--- config.mk ---
export PLATFORM = sky130hd
export DESIGN_NAME = instruction_loader
export DESIGN_NICKNAME = d
export VERILOG_FILES = /design/src/rtl/instruction_loader.sv
export SDC_FILE = /design/constraint.sdc
export NUM_CORES = 1
export LEC_CHECK = 0
export ABC_CLOCK_PERIOD_IN_PS = 2900
export CAP_MARGIN = 40
export CELL_PAD_IN_SITES_DETAIL_PLACEMENT = 0
export CELL_PAD_IN_SITES_GLOBAL_PLACEMENT = 1
export CORE_MARGIN = 2
export CORE_UTILIZATION = 46
export DETAILED_ROUTE_END_ITERATION = 16
export GPL_TIMING_DRIVEN = 0
export HOLD_SLACK_MARGIN = 0.12
export PLACE_DENSITY = 0.91
export SYNTH_ARGS = -nofsm -noshare
export SYNTH_HDL_FRONTEND = slang
export SYNTH_SLANG_ARGS = --single-unit
--- constraint.sdc ---
create_clock -name i_clk -period 2.9 [get_ports i_clk]
set_input_delay 0.435 -clock i_clk [delete_from_list [all_inputs] [get_ports i_clk]]
set_output_delay 0.435 -clock i_clk [all_outputs]
set_load 0.03 [all_outputs]
--- src/rtl/instruction_loader.sv ---
// instruction_loader: boot-time program loader.
// Assembles a byte stream (MSB first) into SIZE-bit words. Each word is written to
// consecutive instruction-memory addresses while the CPU is held stalled. The load
// ends on HALT_WORD (which is itself written) or when the memory is full. The CPU
// then gets a one-cycle reset pulse and is released.
//
// Handshake: i_rx_valid is a one-cycle qualifier with no backpressure, so one byte
// is taken per pulse. Bytes are taken only in RECV and WRITE. A byte arriving in the
// WRITE cycle becomes byte 0 of the next word. o_inst_write_enable is high for
// exactly one cycle per word, with o_write_addr and o_write_data stable in that cycle.
module instruction_loader #(
  parameter int unsigned        SIZE            = 32,
  parameter int unsigned        MAX_INSTRUCTION = 64,
  parameter logic [SIZE-1:0]    HALT_WORD       = {SIZE{1'b1}},
  localparam int unsigned       ADDR_WIDTH      = (MAX_INSTRUCTION > 1) ? $clog2(MAX_INSTRUCTION) : 1
) (
  input  logic                  i_clk,
  input  logic                  i_rst_n,
  input  logic                  i_start,
  input  logic [7:0]            i_rx_data,
  input  logic                  i_rx_valid,
  output logic                  o_inst_write_enable,
  output logic [ADDR_WIDTH-1:0] o_write_addr,
  output logic [SIZE-1:0]       o_write_data,
  output logic                  o_stall,
  output logic                  o_cpu_rst,
  output logic                  o_busy,
  output logic                  o_done,
  output logic [ADDR_WIDTH:0]   o_word_count
);

  localparam int unsigned NB  = SIZE / 8;
  localparam int unsigned BCW = $clog2(NB + 1);
  localparam logic [BCW-1:0]        LAST_BYTE = BCW'(NB - 1);
  localparam logic [ADDR_WIDTH-1:0] LAST_ADDR = ADDR_WIDTH'(MAX_INSTRUCTION - 1);

  typedef enum logic [2:0] {
    IDLE    = 3'd0,
    RECV    = 3'd1,
    WRITE   = 3'd2,
    RELEASE = 3'd3,
    DONE    = 3'd4
  } state_t;

  state_t          state;
  logic [BCW-1:0]  byte_cnt;
  logic [SIZE-1:0] sr;
  logic [SIZE-1:0] shifted;

  // Shift register contents after the incoming byte is appended as the LSB.
  assign shifted = (sr << 8) | SIZE'(i_rx_data);

  // Loader FSM with all outputs registered.
  always_ff @(posedge i_clk or negedge i_rst_n) begin
    if (!i_rst_n) begin
      state               <= IDLE;
      byte_cnt            <= '0;
      sr                  <= '0;
      o_inst_write_enable <= 1'b0;
      o_write_addr        <= '0;
      o_write_data        <= '0;
      o_stall             <= 1'b1;
      o_cpu_rst           <= 1'b0;
      o_busy              <= 1'b0;
      o_done              <= 1'b0;
      o_word_count        <= '0;
    end else begin
      o_inst_write_enable <= 1'b0;
      o_cpu_rst           <= 1'b0;
      case (state)
        IDLE: begin
          if (i_start) begin
            state        <= RECV;
            o_write_addr <= '0;
            o_word_count <= '0;
            byte_cnt     <= '0;
            o_busy       <= 1'b1;
          end
        end
        RECV: begin
          if (i_rx_valid) begin
            sr <= shifted;
            if (byte_cnt == LAST_BYTE) begin
              o_write_data        <= shifted;
              o_inst_write_enable <= 1'b1;
              byte_cnt            <= '0;
              state               <= WRITE;
            end else begin
              byte_cnt <= byte_cnt + 1'b1;
            end
          end
        end
        WRITE: begin
          o_word_count <= o_word_count + 1'b1;
          if (o_write_data == HALT_WORD || o_write_addr == LAST_ADDR) begin
            // Last word of the load: later bytes are dropped.
            state     <= RELEASE;
            o_busy    <= 1'b0;
            o_cpu_rst <= 1'b1;
            byte_cnt  <= '0;
          end else begin
            o_write_addr <= o_write_addr + 1'b1;
            state        <= RECV;
            if (i_rx_valid) begin
              // Streaming byte: it starts the next word.
              sr <= shifted;
              if (LAST_BYTE == '0) begin
                o_write_data        <= shifted;
                o_inst_write_enable <= 1'b1;
                byte_cnt            <= '0;
                state               <= WRITE;
              end else begin
                byte_cnt <= BCW'(1);
              end
            end else begin
              byte_cnt <= '0;
            end
          end
        end
        RELEASE: begin
          state   <= DONE;
          o_stall <= 1'b0;
          o_done  <= 1'b1;
        end
        DONE: begin
          if (i_start) begin
            state        <= RECV;
            o_stall      <= 1'b1;
            o_done       <= 1'b0;
            o_write_addr <= '0;
            o_word_count <= '0;
            byte_cnt     <= '0;
            o_busy       <= 1'b1;
          end
        end
        default: state <= IDLE;
      endcase
    end
  end

endmodule

==> impl_metrics.env <==
export IMPL_status="finished, final reports clean"
export IMPL_root_buffer="clkbuf_8"
export IMPL_syn2layout_area_growth_pct=27.9
export IMPL_fin_area_sq_um=4390
export IMPL_fillers=588
export IMPL_setup_violations=0
export IMPL_regToRegSetupSlack_ps=640
export IMPL_grt_pass1_wl_microns=11000
export IMPL_clock_sinks=80
export IMPL_ioPinCount=62
export IMPL_core_area_sq_um=7250
export IMPL_instances_no_fill=422
export IMPL_ys_types=39
export IMPL_critPathCapture="sr[9]$_DFFE_PN0P_"
export IMPL_p_leak_nw=1.95
export IMPL_avgSynthCellArea_sq_um=14.0
export IMPL_ff2ff_path_depth=6
export IMPL_syn_inst=245
export IMPL_slowest_stage="nor4_4"
export IMPL_timing_rr_end="sr[9]$_DFFE_PN0P_"
export IMPL_syn_area_sq_um=3430
export IMPL_fmax_mhz=442
export IMPL_cts_tree="done"
export IMPL_final_common_cell="dfrtp_1"
export IMPL_irDropWorstVdd_uv=580
export IMPL_min_period_over_period_pct=78.1
export IMPL_cts_htree_levels=3
export IMPL_fin_skew_ps=8.52
export IMPL_layout_drive_gt1_share_pct=28.2
export IMPL_synth_top_area_share_pct=57.6
export IMPL_grt_max_degree=57
export IMPL_cp_data_required_time_ps=3120
export IMPL_hp_start="o_stall$_DFFE_PN1P_"
export IMPL_pre_cts_ws_ps=625
export IMPL_cpLargestDelayFamily="simple AND/OR/NAND/NOR gates"
export IMPL_path_cells="nand4_1, nor4_4, a21oi_4, o21ai_4, buf_6, mux2_4"
export IMPL_antenna_left=0
export IMPL_final_cell_mix="79 x dfrtp_1, 60 x clkdlybuf4s50_1, 36 x mux2_2, 21 x nand2_1, 20 x mux2_4"
export IMPL_clk_path_buf_depth=2
export IMPL_port_buffers=61
export IMPL_route_vias_total=2147
export IMPL_grt_pass1_vias=2168
export IMPL_wirelength_microns=6670
export IMPL_period_needed_ps=2260
export IMPL_antenna_found_initial=0
export IMPL_globalplace_congestion=0.760
export IMPL_critPathBufInv=1
export IMPL_start_util_pct=47.3
export IMPL_rsz0062_at_grt="no"
export IMPL_hold_path_class="reg -> reg"
export IMPL_worst_slew_pin_slew_ps=538
export IMPL_yosysSeqAreaShare_pct=58.3
export IMPL_drtPass1Iterations=4
export IMPL_critPathLaunch="o_write_data[25]$_DFFE_PN0P_"
export IMPL_powerDensity_nw_per_um2=1080
export IMPL_finalHoldViolCount=0
export IMPL_worstSetupStartpointType="flop"
export IMPL_critical_path_class="reg -> reg"
export IMPL_worstSkewPairLatency_ps=340
export IMPL_synth_top_cells_by_area="dfrtp_1 58%, mux2_2 12%, mux2_4 8.7%"
export IMPL_p_total_mw=4.73
export IMPL_cp_num_cells=6
export IMPL_end_kind="flop"
export IMPL_synth_seq_cells=80
export IMPL_n_antenna_cell=0
export IMPL_first_iter_violations=73
export IMPL_grt_ovfl_total=0
export IMPL_ys_warnings_count=0
export IMPL_rr_startpoint="o_write_data[25]$_DFFE_PN0P_"
export IMPL_dpl_hpwl_microns=4820
export IMPL_slew_headroom_pct=64.1
export IMPL_cp_arrival_ps=2490
export IMPL_synth_largest_area_cell="dfrtp_1"
export IMPL_final_max_slew_violation_count=0
export IMPL_dieArea_sq_um=8170
export IMPL_synth_nets=260
export IMPL_dieWidth_microns=90.4
export IMPL_nNetsFinal=334
export IMPL_maxCapViolations=0
export IMPL_place_area_sq_um=4190
export IMPL_worst_slack_ps=636
export IMPL_drc=0
export IMPL_cpPeakStageDelay_ps=550
export IMPL_vias_per_cell=5.09
export IMPL_die_h_microns=90.4
export IMPL_clk_pin_slew_ps=80
export IMPL_dp_cells=406
export IMPL_cts_made_buffers=9
export IMPL_critPathMaxFanout=10
export IMPL_post_drt_wl_per_cell_microns=15.8
export IMPL_grt_total_usage_pct=17.2
export IMPL_rows=31
==> synth_stat cells, drive strengths merged <==
cell and count:
a2111oi 1, a211o 2, a211oi 2, a21bo 1
a21oi 6, and2 2, and3 3, buf 8
clkbuf 1, dfrtp 79, dfstp 1, ha 3
mux2 56, mux2i 2, nand2 21, nand3 3
nand3b 2, nand4 10, nor2 15, nor2b 1
nor3 3, nor3b 2, nor4 2, o21a 1
o21ai 8, o22ai 1, or2 1, or2b 1
xnor2 1, xor2 6
==> stage by stage <==
step | TNS [ps] | hold slack [ps] | utilization [%]
after floorplan | 0 | 139 | -
after global placement | -107460 | 454 | 57.5
after detailed placement | 0 | 363 | 57.8
after CTS | 0 | 474 | 60.5
after global routing | 0 | 489 | 60.5
final | 0 | 472 | 60.5
==> worst min path at each step <==
stage                                       end  cells past startpoint
CTS                         o_stall$_DFFE_PN1P_                      2
finish                      o_stall$_DFFE_PN1P_                      2
global route                o_stall$_DFFE_PN1P_                      2
detailed placement  o_write_data[5]$_DFFE_PN0P_                      1
global placement            o_stall$_DFFE_PN1P_                      2
floorplan               byte_cnt[0]$_DFFE_PN0P_                      0
==> tightest hold or removal path, cell delays in order, from the launching register on <==
cell and delay, ps:
dfstp_2 380, nand2_1 50, nand2_1 40
==> what timing repair did <==
action,in CTS,in global routing
setup buffers,0,0
hold buffers,1,0
endpoints found under the hold margin,24,0
resized for setup,0,0
==> state kept, by name, indices dropped and copies added, names as in the netlist <==
name	cells
o_write_data	32
sr	24
o_word_count	7
o_write_addr	6
byte_cnt	3
state	3
o_busy	1
o_cpu_rst	1
o_done	1
o_inst_write_enable	1
o_stall	1
==> layer usage <==
metal	track usage, %	routed length, microns	vias up
met5	0	0	-
met2	26.5	3100	44
met3	2.50	197	13
met4	7.95	144	0
li1	-	-	1020
met1	24.1	3230	1070
==> logic make-up (layout without fill, tap and decap cells) <==
kind of cell               Yosys count  in the layout  share of synthesized area, %
adders and majority gates            3              3                          1.09
muxes                               58             58                          21.1
buffers and inverters                9             87                          2.11
DFF                                 80             80                          58.3
AOI/OAI and AO/OA                   22             22                          4.92
xor gates and xnor gates             7              7                          1.79
and+or+nand+nor                     66             66                          10.6
==> report_power, final <==
| part | internal (mW) | leakage [nW] | total [mW] | switching, mW |
|---|---|---|---|---|
| Clock | 0.416 | 0.0925 | 0.786 | 0.370 |
| Sequential | 1.57 | 0.994 | 1.94 | 0.371 |
| Combinational | 1.03 | 0.860 | 2.00 | 0.970 |
==> final cells by class <==
class                   count  area [sq um]  area share (%)
clock buffers              12           145            3.31
repair buffers             63           646            14.7
well taps                  99           124            2.82
clock inverters             3          42.5           0.969
plain buffers               9          72.6            1.65
multi-input cells         156          1360            30.9
flip-flops and latches     80          2000            45.6
No activity file was read; power rests on OpenSTA's default activity.
